[src/rtl/sterowanie_odliczaniem_pkg.sv]
// Shared definitions for the countdown control stage: FSM state encoding,
// BCD limits, edit-button bit positions and a decimal-to-BCD helper.
package sterowanie_odliczaniem_pkg;

  typedef enum logic [1:0] {
    USTAWIANIE = 2'd0,
    ODLICZANIE = 2'd1,
    PAUZA      = 2'd2,
    ALARM      = 2'd3
  } stan_t;

  localparam logic [7:0] SEC_MAX = 8'h59;

  // Bit positions inside i_Przyciski_stan
  localparam int unsigned IS = 3;
  localparam int unsigned DS = 2;
  localparam int unsigned IM = 1;
  localparam int unsigned DM = 0;

  // Two-digit BCD code of a decimal value 0..99
  function automatic logic [7:0] na_bcd(input int unsigned v);
    return {4'(v / 10), 4'(v % 10)};
  endfunction

endpackage

[src/rtl/licznik_bcd_mod.sv]
// Two-digit BCD up/down counter with a BCD upper limit MAX.
// Ports: i_CLK, i_RSTn (sync, active-low); i_Inc/i_Dec step the value,
// i_Zawijaj selects wrap (1) or saturate (0) at the limits, i_Zeruj loads 00
// and has priority. o_Wartosc is the registered value, o_Pozyczka_c flags that
// the value is 00 (a decrement would borrow), o_Zero_c flags value 00.
module licznik_bcd_mod #(
  parameter logic [7:0] MAX = 8'h59
) (
  input  logic       i_CLK,
  input  logic       i_RSTn,
  input  logic       i_Inc,
  input  logic       i_Dec,
  input  logic       i_Zawijaj,
  input  logic       i_Zeruj,
  output logic [7:0] o_Wartosc,
  output logic       o_Pozyczka_c,
  output logic       o_Zero_c
);

  logic [3:0] jedn;
  logic [3:0] dzies;
  logic [7:0] wartosc_d;

  assign jedn         = o_Wartosc[3:0];
  assign dzies        = o_Wartosc[7:4];
  assign o_Zero_c     = (o_Wartosc == 8'h00);
  assign o_Pozyczka_c = o_Zero_c;

  // Next value: digits roll 9->0 / 0->9 so no illegal BCD code is ever formed
  always_comb begin
    wartosc_d = o_Wartosc;
    if (i_Zeruj) begin
      wartosc_d = 8'h00;
    end else if (i_Inc) begin
      if (o_Wartosc == MAX)  wartosc_d = i_Zawijaj ? 8'h00 : MAX;
      else if (jedn == 4'd9) wartosc_d = {dzies + 4'd1, 4'd0};
      else                   wartosc_d = {dzies, jedn + 4'd1};
    end else if (i_Dec) begin
      if (o_Zero_c)          wartosc_d = i_Zawijaj ? MAX : 8'h00;
      else if (jedn == 4'd0) wartosc_d = {dzies - 4'd1, 4'd9};
      else                   wartosc_d = {dzies, jedn - 4'd1};
    end
  end

  always_ff @(posedge i_CLK) begin
    if (!i_RSTn) o_Wartosc <= 8'h00;
    else         o_Wartosc <= wartosc_d;
  end

endmodule

[src/rtl/sterowanie_odliczaniem.sv]
// Countdown-timer control: BCD MM:SS setting with auto-repeat editing,
// 1 Hz countdown and the set/run/pause/alarm state machine.
// Ports: i_CLK, i_RSTn (sync, active-low); i_Przyciski_stan {IS,DS,IM,DM}
// levels, i_Przyciski_impuls edit press pulse, i_Przyciski_przytrzymanie edit
// hold flag, i_Odliczanie_impuls start/stop pulse, i_Odliczanie_przytrzymanie
// start/stop hold flag; o_Minuty/o_Sekundy BCD time, o_Stan FSM state,
// o_Alarm high in ALARM, o_Koniec_impuls one-cycle pulse on reaching 00:00.
module sterowanie_odliczaniem
  import sterowanie_odliczaniem_pkg::*;
#(
  parameter int unsigned CLK_HZ    = 100_000_000,
  parameter int unsigned REPEAT_HZ = 10,
  parameter int unsigned MAX_MIN   = 99
) (
  input  logic       i_CLK,
  input  logic       i_RSTn,
  input  logic [3:0] i_Przyciski_stan,
  input  logic       i_Przyciski_impuls,
  input  logic       i_Przyciski_przytrzymanie,
  input  logic       i_Odliczanie_impuls,
  input  logic       i_Odliczanie_przytrzymanie,
  output logic [7:0] o_Minuty,
  output logic [7:0] o_Sekundy,
  output logic [1:0] o_Stan,
  output logic       o_Alarm,
  output logic       o_Koniec_impuls
);

  localparam int unsigned REP_DIV = (CLK_HZ / REPEAT_HZ > 0) ? CLK_HZ / REPEAT_HZ : 1;
  localparam int unsigned TICK_W  = $clog2(CLK_HZ + 1);
  localparam int unsigned REP_W   = $clog2(REP_DIV + 1);
  localparam logic [7:0]  MIN_MAX = na_bcd(MAX_MIN);

  stan_t             stan_q, stan_d;
  logic [TICK_W-1:0] tick_q, tick_d;
  logic [REP_W-1:0]  rep_q, rep_d;
  logic              hold_q;
  logic              alarm_d, koniec_d;

  logic hold_edge, rep_step, edit_step, tick;
  logic sec_inc, sec_dec, sec_zero, min_inc, min_dec, min_zero;
  logic sec_zero_c, sec_pozyczka_c, min_zero_c, min_pozyczka_c, czas_zero;

  assign hold_edge = i_Odliczanie_przytrzymanie & ~hold_q;
  assign tick      = (tick_q == TICK_W'(CLK_HZ - 1));
  assign czas_zero = sec_zero_c & min_zero_c;
  assign o_Stan    = stan_q;

  licznik_bcd_mod #(.MAX(SEC_MAX)) u_sekundy (
    .i_CLK        (i_CLK),
    .i_RSTn       (i_RSTn),
    .i_Inc        (sec_inc),
    .i_Dec        (sec_dec),
    .i_Zawijaj    (1'b1),
    .i_Zeruj      (sec_zero),
    .o_Wartosc    (o_Sekundy),
    .o_Pozyczka_c (sec_pozyczka_c),
    .o_Zero_c     (sec_zero_c)
  );

  licznik_bcd_mod #(.MAX(MIN_MAX)) u_minuty (
    .i_CLK        (i_CLK),
    .i_RSTn       (i_RSTn),
    .i_Inc        (min_inc),
    .i_Dec        (min_dec),
    .i_Zawijaj    (1'b1),
    .i_Zeruj      (min_zero),
    .o_Wartosc    (o_Minuty),
    .o_Pozyczka_c (min_pozyczka_c),
    .o_Zero_c     (min_zero_c)
  );

  // State register and counters
  always_ff @(posedge i_CLK) begin
    if (!i_RSTn) begin
      stan_q          <= USTAWIANIE;
      tick_q          <= '0;
      rep_q           <= '0;
      hold_q          <= 1'b0;
      o_Alarm         <= 1'b0;
      o_Koniec_impuls <= 1'b0;
    end else begin
      stan_q          <= stan_d;
      tick_q          <= tick_d;
      rep_q           <= rep_d;
      hold_q          <= i_Odliczanie_przytrzymanie;
      o_Alarm         <= alarm_d;
      o_Koniec_impuls <= koniec_d;
    end
  end

  // Next state, counter updates and BCD counter controls
  always_comb begin
    stan_d    = stan_q;
    tick_d    = tick_q;
    rep_d     = '0;
    rep_step  = 1'b0;
    koniec_d  = 1'b0;
    sec_inc   = 1'b0;
    sec_dec   = 1'b0;
    sec_zero  = 1'b0;
    min_inc   = 1'b0;
    min_dec   = 1'b0;
    min_zero  = 1'b0;

    // Auto-repeat divider runs only while the edit hold flag is up
    if (i_Przyciski_przytrzymanie) begin
      if (rep_q == REP_W'(REP_DIV - 1)) rep_step = 1'b1;
      else                              rep_d    = rep_q + REP_W'(1);
    end
    edit_step = i_Przyciski_impuls | rep_step;

    if (hold_edge) begin
      stan_d   = USTAWIANIE;
      sec_zero = 1'b1;
      min_zero = 1'b1;
      tick_d   = '0;
    end else begin
      case (stan_q)
        USTAWIANIE: begin
          if (i_Odliczanie_impuls && !czas_zero) begin
            stan_d = ODLICZANIE;
            tick_d = '0;
          end else if (edit_step) begin
            if      (i_Przyciski_stan[IS]) sec_inc = 1'b1;
            else if (i_Przyciski_stan[DS]) sec_dec = 1'b1;
            else if (i_Przyciski_stan[IM]) min_inc = 1'b1;
            else if (i_Przyciski_stan[DM]) min_dec = 1'b1;
          end
        end
        ODLICZANIE: begin
          if (tick) begin
            tick_d  = '0;
            sec_dec = 1'b1;
            min_dec = sec_pozyczka_c;
            // Minutes cannot lend, so 00:01 is the last second
            if (min_pozyczka_c && o_Sekundy == 8'h01) begin
              stan_d   = ALARM;
              koniec_d = 1'b1;
            end else if (i_Odliczanie_impuls) begin
              stan_d = PAUZA;
            end
          end else begin
            tick_d = tick_q + TICK_W'(1);
            if (i_Odliczanie_impuls) stan_d = PAUZA;
          end
        end
        PAUZA: begin
          if (i_Odliczanie_impuls) stan_d = ODLICZANIE;
        end
        ALARM: begin
          if (i_Odliczanie_impuls || i_Przyciski_impuls) stan_d = USTAWIANIE;
        end
        default: stan_d = USTAWIANIE;
      endcase
    end

    alarm_d = (stan_d == ALARM);
  end

endmodule

[config.mk]
export PLATFORM = sky130hd
export DESIGN_NAME = sterowanie_odliczaniem
export DESIGN_NICKNAME = d
export VERILOG_FILES = /design/src/rtl/sterowanie_odliczaniem_pkg.sv /design/src/rtl/licznik_bcd_mod.sv /design/src/rtl/sterowanie_odliczaniem.sv
export SDC_FILE = /design/constraint.sdc
export NUM_CORES = 1
export LEC_CHECK = 0
export ABC_AREA = 1
export ABC_CLOCK_PERIOD_IN_PS = 4400
export CORE_UTILIZATION = 45
export CTS_BUF_LIST = sky130_fd_sc_hd__clkbuf_16
export CTS_CLUSTER_SIZE = 40
export DETAILED_ROUTE_END_ITERATION = 7
export SLEW_MARGIN = 10
export SYNTH_ARGS = -nofsm -noshare
export SYNTH_HDL_FRONTEND = slang
export SYNTH_SLANG_ARGS = --single-unit
[constraint.sdc]
create_clock -name i_CLK -period 4.4 [get_ports i_CLK]
set_clock_uncertainty 0.1 [all_clocks]
set_input_delay 0.44 -clock i_CLK [delete_from_list [all_inputs] [get_ports i_CLK]]
set_output_delay 0.44 -clock i_CLK [all_outputs]
set_load 0.01 [all_outputs]
==> results.sh, run 1 <==
export IMPL_status="completed"
export IMPL_slowest_stage="dfxtp_1"
export IMPL_power_density_nw_per_um2=319.2
export IMPL_cts_setup_buffers=0
export IMPL_setup_worst_path_start_class="flop"
export IMPL_num_antenna_cells=0
export IMPL_endpoint_kind="flop"
export IMPL_ys_flop_type="dfxtp_1"
export IMPL_die_area_um2=10630
export IMPL_p_comb_share_pct=15.7
export IMPL_syn_num_nets=726
export IMPL_clk_insertion_delay_late_ns=0.34
export IMPL_fin_nets=751
export IMPL_seq_power_share_pct=40.4
export IMPL_cts_sinks=72
export IMPL_fin_util_pct=53.56
export IMPL_drt_iter0_drc=168
export IMPL_tns_ns=0
export IMPL_htreeDepth=3
export IMPL_clkPwrFrac_pct=43.9
export IMPL_root_buffer="clkbuf_16"
export IMPL_slew_violations=0
export IMPL_postSynth_asyncResetShare_pct=0
export IMPL_grt_pass1_wl_mm=18.55
export IMPL_p_switching_mw=0.4914
export IMPL_final_cell_mix="nand2_1 (148), nor2_1 (90), inv_1 (88)"
export IMPL_ant_nets=0
export IMPL_die_y_um=103.1
export IMPL_start_util_pct=46.83
export IMPL_ys_seq_elements=72
export IMPL_max_vdd_ir_drop_mv=0.2093
export IMPL_ioPinCount=30
export IMPL_die_width_um=103.1
export IMPL_final_common_cell="nand2_1"
export IMPL_path_cells="inv_1 > ha_1 > nand2_4 > nor2_4 > nand2_2 > nand2_4 > o21ai_2 > inv_2 > o21ai_2 > nor3b_1"
export IMPL_avgSynthCellArea_um2=6.559
export IMPL_synth_compound_area_share_pct=12.52
export IMPL_critPathMaxFanout=23
export IMPL_synthXorXnorAreaFrac_pct=5.333
export IMPL_grt_max_degree=24
export IMPL_routedWlPerCell_um=12.98
export IMPL_core_area_um2=9819
export IMPL_drv_cap=0
export IMPL_netlist_area_um2=4598
export IMPL_drc_errors=0
export IMPL_internal_power_mw=1.187
export IMPL_path_class="flop to flop"
export IMPL_rsz0062_at_grt="false"
export IMPL_dp_hpwl_mm=8.206
export IMPL_max_freq_mhz=381.0
export IMPL_setup_viol=0
export IMPL_cts_tree="yes"
export IMPL_power_mw=1.679
export IMPL_cts_buffer_depth=2
export IMPL_numPlacedInstances=848
export IMPL_cts_repair_resized=0
export IMPL_fin_crit_ns=2.625
export IMPL_netSwitchingFraction_pct=29.27
export IMPL_p_leak_nw=2.002
export IMPL_wl_mm=11.22
export IMPL_syn_inst=701
export IMPL_crit_required_ns=4.52
export IMPL_synth_top_family_by_area="simple AND/OR/NAND/NOR gates"
export IMPL_fin_crit_sh_pct=59.66
export IMPL_overflow=0
export IMPL_yosys_area_share_simple_pct=36.95
export IMPL_max_slew_margin_pct=45.95
export IMPL_viasPerCell=5.164
export IMPL_rows=36
export IMPL_path_clk_slew_ns=0.06
export IMPL_synth_edf_count=0
export IMPL_drt_first_pass_iters=4
export IMPL_vias=4462
export IMPL_synthMuxAreaShare_pct=0
export IMPL_cp_arrival_ns=2.74
export IMPL_cts_buffers=9
export IMPL_hold_viol_final=0
export IMPL_syn2layout_area_growth_pct=14.37
export IMPL_fin_cells=864
export IMPL_hold_path_class="flop to flop"
export IMPL_yosysUniqueCellTypes=42
export IMPL_drive_above_1_share_pct=7.114
export IMPL_yosys_warnings=0
export IMPL_grt_antenna_before_repair=0
export IMPL_cpPeakStageDelay_ns=0.46
export IMPL_routabilityCongestion=0.9271
export IMPL_cts_hold_buf=0
export IMPL_ys_seq_area_share_pct=31.35
export IMPL_grt_use_total_pct=22.53
export IMPL_worstMarginPinSlew_ns=0.8078
export IMPL_numPortBuffers=29
export IMPL_grt_pass1_vias=4044
export IMPL_timing_hold_ws_ns=0.3621
export IMPL_synthAdderAreaFrac_pct=4.082
## final cells by class
cell class	count	area, um^2
Clock buffer	9	225.2
Clock inverter	7	71.32
Fill cell	1059	4561
Inverter	93	349.1
Multi-Input combinational cell	520	2708
Sequential cell	72	1441
Tap cell	133	166.4
Timing Repair Buffer	30	297.8
## cells by family (layout without fill, tap and decap cells)
family	after synthesis	after routing
flip-flops	72	72
AND/OR/NAND/NOR	374	374
adder cells (fa/ha/maj)	15	15
AO/OA/AOI/OAI	103	103
buffers and inverters	109	139
XOR/XNOR	28	28
## layer usage
metal	vias up	wire length [um]	share of wire, %	GRT usage (%)
met5	-	0	0	0
li1	2337	-	-	-
met2	87	5033	45	36.82
met4	0	218	1.9	8.884
met3	19	351	3.1	4.068
met1	2019	5615	50	29.41
## registers in the layout, summed over array words and instances, names as in the netlist
name / cells
rep_q: 24
u_sekundy.o_Wartosc: 8
o_Stan: 2
hold_q: 1
tick_q: 27
u_minuty.o_Wartosc: 8
o_Alarm: 1
o_Koniec_impuls: 1
## synthesized netlist by cell type, types with 4 or more instances
cell type | n | area share (%)
nand4_1 | 17 | 2.3
nor4_1 | 4 | 0.54
dfxtp_1 | 72 | 31
o21ai_1 | 7 | 0.76
ha_1 | 15 | 4.1
nor2_4 | 5 | 1.2
clkbuf_1 | 6 | 0.49
xor2_1 | 20 | 3.8
xnor2_1 | 8 | 1.5
inv_1 | 87 | 7.1
a21oi_1 | 49 | 5.3
buf_6 | 4 | 0.98
buf_2 | 5 | 0.54
nor2_2 | 4 | 0.54
o211ai_1 | 4 | 0.65
inv_2 | 6 | 0.49
nand3_1 | 51 | 5.6
nor3_1 | 31 | 3.4
nand2_1 | 148 | 12
nand2_2 | 9 | 1.2
o21ai_0 | 26 | 2.8
nor2_1 | 90 | 7.3
## through the flow
stage	instance area, um^2	setup WS (ns)
4_1_cts	5259	1.763
6_report	5259	1.775
3_5_place_dp	4962	1.782
3_3_place_gp	4962	1.865
5_1_grt	5259	1.547
2_1_floorplan	4598	2.303
## power by group through the flow
stage	clock, mW	sequential, mW	combinational (mW)
after floorplan	0	0.691	0.196
after global placement	0	0.692	0.260
after detailed placement	0	0.692	0.262
after CTS	0.755	0.678	0.263
after global routing	0.781	0.680	0.294
final	0.737	0.678	0.263
## critical path, delay by kind of cell (launching register included)
family	cells	cell delay, ns
and+or+nand+nor	5	0.47
DFF	1	0.46
adders and majority gates	1	0.27
AOI/OAI and AO/OA	2	0.77
buffers and inverters	2	0.44
## worst paths after layout
check,start,cells past startpoint,end,slack (ns)
setup reg to reg,u_sekundy.o_Wartosc[0],10,tick_q[8],1.78
setup / recovery,u_sekundy.o_Wartosc[0],10,tick_q[8],1.78
hold / removal,rep_q[0],1,rep_q[0],0.36
hold reg to reg,rep_q[0],1,rep_q[0],0.36
No activity file was read; power rests on OpenSTA's default activity.
==> run 2: changes to the inputs <==
ABC_CLOCK_PERIOD_IN_PS = 2200   (was 4400)
PLACE_DENSITY = 0.66   (was default)
clock period = 2.2 ns   (was 4.4 ns; I/O delays follow)
==> run 2 against run 1 <==
- cell count rose by 4.9%
- via count rose by 4.8%
- sequential power rose by 99%
- critical endpoint is now u_minuty.o_Wartosc[2]
- largest cell class unchanged
- largest power group unchanged
- highest routed layer unchanged
==> results.sh, run 2 (synthesis gave the netlist of run 1 again) <==
export IMPL_status="completed"
export IMPL_wl_mm=11.73
export IMPL_hold_viol_final=0
export IMPL_reg2reg_from="tick_q[0]"
export IMPL_cts_sinks=72
export IMPL_cts_hold_buf=0
export IMPL_placed_area_um2=5218
export IMPL_num_antenna_cells=0
export IMPL_routedWlPerCell_um=12.94
export IMPL_grt_pass1_wl_mm=19.44
export IMPL_start_util_pct=46.83
export IMPL_setup_viol=0
export IMPL_setup_worst_path_start_class="flop"
export IMPL_fillCellCount=960
export IMPL_max_slew_margin_pct=67.14
export IMPL_ioPinCount=30
export IMPL_final_cell_mix="nand2_1 (146), nor2_1 (86), inv_1 (82)"
export IMPL_seq_power_share_pct=38.7
export IMPL_dp_hpwl_mm=8.681
export IMPL_p_comb_share_pct=18.8
export IMPL_ant_nets=0
export IMPL_p_switching_mw=1.023
export IMPL_die_y_um=103.1
export IMPL_ff_latch_area_um2=1448
export IMPL_drive_above_1_share_pct=14.75
export IMPL_fin_crit_ns=2.060
export IMPL_root_buffer="clkbuf_16"
export IMPL_hold_path_class="flop to flop"
export IMPL_vias=4675
export IMPL_endpoint_kind="flop"
export IMPL_fin_util_pct=57.94
export IMPL_numPortBuffers=29
export IMPL_fin_cells=906
export IMPL_grt_pass1_vias=4374
export IMPL_slew_violations=0
export IMPL_path_clk_slew_ns=0.06
export IMPL_rsz0062_at_grt="true"
export IMPL_numPlacedInstances=882
export IMPL_final_common_cell="nand2_1"
export IMPL_crit_start="tick_q[0]"
export IMPL_drv_cap=0
export IMPL_die_area_um2=10630
export IMPL_multiInputGateArea_um2=2824
export IMPL_syn2layout_area_growth_pct=23.73
export IMPL_power_mw=3.479
export IMPL_cts_buffer_depth=2
export IMPL_drc_errors=0
export IMPL_top_register="tick_q"
export IMPL_cts_tree="yes"
export IMPL_rr_endpoint="u_minuty.o_Wartosc[2]"
export IMPL_p_leak_nw=2.247
export IMPL_viasPerCell=5.160
export IMPL_max_vdd_ir_drop_mv=0.3687
export IMPL_drt_iter0_drc=199
export IMPL_routabilityCongestion=0.9699
export IMPL_internal_power_mw=2.456
export IMPL_max_freq_mhz=485.4
export IMPL_htreeDepth=3
export IMPL_critPathMaxFanout=5
export IMPL_core_area_um2=9819
export IMPL_cts_buffers=9
export IMPL_clk_insertion_delay_late_ns=0.35
export IMPL_grt_max_degree=19
export IMPL_worstMarginPinSlew_ns=0.4884
export IMPL_grt_use_total_pct=23.25
export IMPL_fin_nets=793
export IMPL_die_width_um=103.1
export IMPL_grt_antenna_before_repair=0
export IMPL_clkPwrFrac_pct=42.5
export IMPL_reg_largest_list="tick_q: 27 flops, rep_q: 24 flops"
export IMPL_rrSetupSlack_ns=0.14
export IMPL_pre_cts_ws_ns=0.06896
export IMPL_tns_ns=0
export IMPL_endpoint="u_minuty.o_Wartosc[2]"
export IMPL_netSwitchingFraction_pct=29.40
export IMPL_drt_first_pass_iters=5
export IMPL_overflow=0
export IMPL_power_density_nw_per_um2=611.5
export IMPL_setup_slack_ns=0.1397
export IMPL_path_class="flop to flop"
export IMPL_cp_arrival_ns=2.20
export IMPL_crit_required_ns=2.34
export IMPL_largest_reg_flops=27
export IMPL_fin_area_um2=5689
export IMPL_r2r_cells=14
export IMPL_rows=36
export IMPL_timing_hold_ws_ns=0.3235
export IMPL_fin_crit_sh_pct=93.65
## run 2: cell types whose count changed in the layout (fill, tap and decap cells not counted), sizes merged
cell,change
buf,+41
clkinv,+1
inv,-1
nand2,+1
## run 2: layer usage
metal / wire, um / track usage, % / vias to the layer above
met5: 0 / 0 / -
met4: 223 / 7.367 / 0
met3: 503 / 5.288 / 22
met2: 5454 / 39.33 / 107
met1: 5545 / 29.31 / 2123
li1: - / - / 2423
## run 2: critical path: stages, from the launching register on
cell and delay [ns]:
dfxtp_4 0.36, ha_2 0.18, nand2_2 0.08, nor2_4 0.14, nand2_4 0.08, nor2_4 0.11, nand3_1 0.08, nor2_2 0.19
nand3_1 0.09, nand2_1 0.10, nand2_2 0.09, nand2_4 0.14, inv_2 0.07, nor2_1 0.11, nor2_1 0.05
## run 2: area by class of cell
class                           count  area share (%)
Tap cell                          133           2.925
Inverter                           93           6.136
Multi-Input combinational cell    521           49.64
Clock buffer                        9           3.959
Timing Repair Buffer               71           10.64
Clock inverter                      7           1.254
Sequential cell                    72           25.45
## run 2: repair_timing
action                     CTS  global route
buffers inserted             0             7
setup endpoints to repair    0            27
resized for setup            0            35
## run 2: how the worst min path moves through the flow
stage                     endpoint                  startpoint  depth (start not counted)
after floorplan             hold_q  i_Odliczanie_przytrzymanie                          2
after global placement    rep_q[0]                    rep_q[0]                          1
after detailed placement  rep_q[0]                    rep_q[0]                          1
after CTS                   hold_q  i_Odliczanie_przytrzymanie                          3
after global routing      rep_q[0]                    rep_q[0]                          1
final                     rep_q[0]                    rep_q[0]                          1
## run 2: power by group through the flow
stage               Combinational, mW  Sequential [mW]  Clock [mW]
floorplan                       0.392             1.38           0
global placement                0.609             1.37           0
detailed placement              0.614             1.38           0
CTS                             0.617             1.35        1.51
global route                    0.717             1.35        1.55
finish                          0.654             1.35        1.48
==> run 3: changes to the inputs <==
CORE_MARGIN = 8   (was default)
==> run 3 against run 2 <==
- power down 0.17%
- register-to-register slack worse by 0.03 ns
- critical path depth unchanged
- global-route usage down 5.0 points
- wire length grew 3.2%
- sequential cell count stayed put
- cell count rose by 0.88%
==> results.sh, run 3 (synthesis gave the netlist of run 1 again) <==
export IMPL_crit_required_ns=2.34
export IMPL_drc_errors=0
export IMPL_power_density_nw_per_um2=609.4
export IMPL_cpPeakStageDelay_ns=0.31
export IMPL_vias=4708
export IMPL_cp_arrival_ns=2.22
export IMPL_fin_nets=798
export IMPL_final_cell_mix="nand2_1 (147), nor2_1 (87), inv_1 (86)"
export IMPL_path_class="flop to flop"
export IMPL_slowest_stage="dfxtp_1"
export IMPL_use_met3_pct=2.822
export IMPL_clk_insertion_delay_late_ns=0.34
export IMPL_drive_above_1_share_pct=14.40
export IMPL_crit_buf_inv=2
export IMPL_rsz0062_at_grt="true"
export IMPL_routabilityCongestion=0.9286
export IMPL_routedWlPerCell_um=13.25
export IMPL_max_slew_margin_pct=51.55
export IMPL_drv_cap=0
export IMPL_slew_violations=0
export IMPL_core_area_um2=10140
export IMPL_top_usage_layer="met2"
export IMPL_num_antenna_cells=0
export IMPL_syn2layout_area_growth_pct=23.95
export IMPL_gr_usage_met2_pct=30.79
export IMPL_grt_use_total_pct=18.27
export IMPL_pre_cts_ws_ns=0.06892
export IMPL_path_clk_slew_ns=0.06
export IMPL_grt_max_degree=22
export IMPL_final_common_cell="nand2_1"
export IMPL_viasPerCell=5.151
export IMPL_cpLargestDelayFamily="simple AND/OR/NAND/NOR gates"
export IMPL_hold_path_class="flop to flop"
export IMPL_status="completed"
export IMPL_path_cells="inv_1 > ha_2 > nand3_2 > nor2_4 > nand2_2 > nand2_4 > nand2_4 > nor2_4 > nand2_4 > buf_4 > o21ai_1 > nor2_1 > nor2_1 > nor2_1"
export IMPL_met1_usage_pct=21.97
export IMPL_setup_worst_path_start_class="flop"
export IMPL_hold_viol_final=0
export IMPL_grt_pass1_vias=4375
export IMPL_p_switching_mw=1.018
export IMPL_ant_nets=0
export IMPL_max_vdd_ir_drop_mv=0.3016
export IMPL_setup_viol=0
export IMPL_setup_slack_ns=0.1128
export IMPL_internal_power_mw=2.455
export IMPL_critPathMaxFanout=8
export IMPL_die_width_um=117.1
export IMPL_cts_sinks=72
export IMPL_dp_hpwl_mm=8.951
export IMPL_cts_buffers=9
export IMPL_cts_hold_buf=0
export IMPL_reg_largest_list="tick_q: 27 flops, rep_q: 24 flops"
export IMPL_cts_buffer_depth=2
export IMPL_cts_tree="yes"
export IMPL_p_leak_nw=2.249
export IMPL_htreeDepth=3
export IMPL_drt_iter0_drc=372
export IMPL_p_comb_share_pct=18.8
export IMPL_die_area_um2=13710
export IMPL_seq_power_share_pct=38.7
export IMPL_wl_mm=12.11
export IMPL_tns_ns=0
export IMPL_top_register="tick_q"
export IMPL_clkPwrFrac_pct=42.5
export IMPL_ioPinCount=30
export IMPL_fin_crit_ns=2.087
export IMPL_numPortBuffers=29
export IMPL_largest_reg_flops=27
export IMPL_grt_antenna_before_repair=0
export IMPL_root_buffer="clkbuf_16"
export IMPL_start_util_pct=45.35
export IMPL_rows=37
export IMPL_worstMarginPinSlew_ns=0.7259
export IMPL_die_y_um=117.1
export IMPL_overflow=0
export IMPL_grt_pass1_wl_mm=19.90
export IMPL_drt_first_pass_iters=5
export IMPL_netSwitchingFraction_pct=29.30
export IMPL_fin_crit_sh_pct=94.87
export IMPL_max_freq_mhz=479.1
export IMPL_endpoint_kind="flop"
-- run 3: cell types whose count changed in the layout (fill, tap and decap cells not counted), sizes merged --
| cell | delta |
|---|---|
| buf | +5 |
-- run 3: worst register-to-register path: stages (launching register included) --
cell and delay (ns):
dfxtp_1 0.31, inv_1 0.09, ha_2 0.21, nand3_2 0.13, nor2_4 0.11, nand2_2 0.07, nand2_4 0.09, nand2_4 0.07
nor2_4 0.16, nand2_4 0.10, buf_4 0.16, o21ai_1 0.14, nor2_1 0.07, nor2_1 0.11, nor2_1 0.06
-- run 3: power groups by stage --
stage / Clock [mW] / Combinational, mW / Sequential (mW)
2_1_floorplan: 0 / 0.392 / 1.38
3_3_place_gp: 0 / 0.616 / 1.37
3_5_place_dp: 0 / 0.624 / 1.37
4_1_cts: 1.50 / 0.628 / 1.34
5_1_grt: 1.55 / 0.722 / 1.35
6_report: 1.48 / 0.653 / 1.34
-- run 3: per-stage QoR --
stage | cell area (um^2) | power, mW | cells | hold slack, ns | utilization, %
2_1_floorplan | 4598 | 1.774 | 701 | 0.2135 | -
3_3_place_gp | 5251 | 1.988 | 889 | 0.3301 | 51.80
3_5_place_dp | 5251 | 1.996 | 889 | 0.3446 | 51.80
4_1_cts | 5548 | 3.474 | 905 | 0.3521 | 54.72
5_1_grt | 5699 | 3.620 | 914 | 0.3711 | 56.21
6_report | 5699 | 3.473 | 914 | 0.3526 | 56.21
-- run 3: layout make-up --
cell class | count | area (um^2)
clock inverters | 7 | 71.32
repair buffers | 76 | 643.1
fillers | 965 | 4439
multi-input cells | 521 | 2799
inverters | 93 | 349.1
clock buffers | 9 | 225.2
well taps | 136 | 170.2
flip-flops and latches | 72 | 1441
-- run 3: worst paths after layout --
| check | slack [ns] | startpoint | cells past startpoint | to |
|---|---|---|---|---|
| setup / recovery | 0.11 | u_sekundy.o_Wartosc[5] | 14 | u_minuty.o_Wartosc[4] |
| hold / removal | 0.35 | rep_q[0] | 1 | rep_q[0] |
| setup reg to reg | 0.11 | u_sekundy.o_Wartosc[5] | 14 | u_minuty.o_Wartosc[4] |
| hold reg to reg | 0.35 | rep_q[0] | 1 | rep_q[0] |
-- run 3: metal layers --
layer	part of all wire, %	routed length, um	vias up
li1	-	-	2427
met1	44	5323	2120
met2	48	5778	132
met3	5.4	656	29
met4	2.9	349	0
met5	0	0	-
-- run 3: what timing repair did --
| action | CTS | global route |
|---|---|---|
| resized for setup | 0 | 23 |
| setup buffers | 0 | 8 |
| setup endpoints to repair | 0 | 20 |
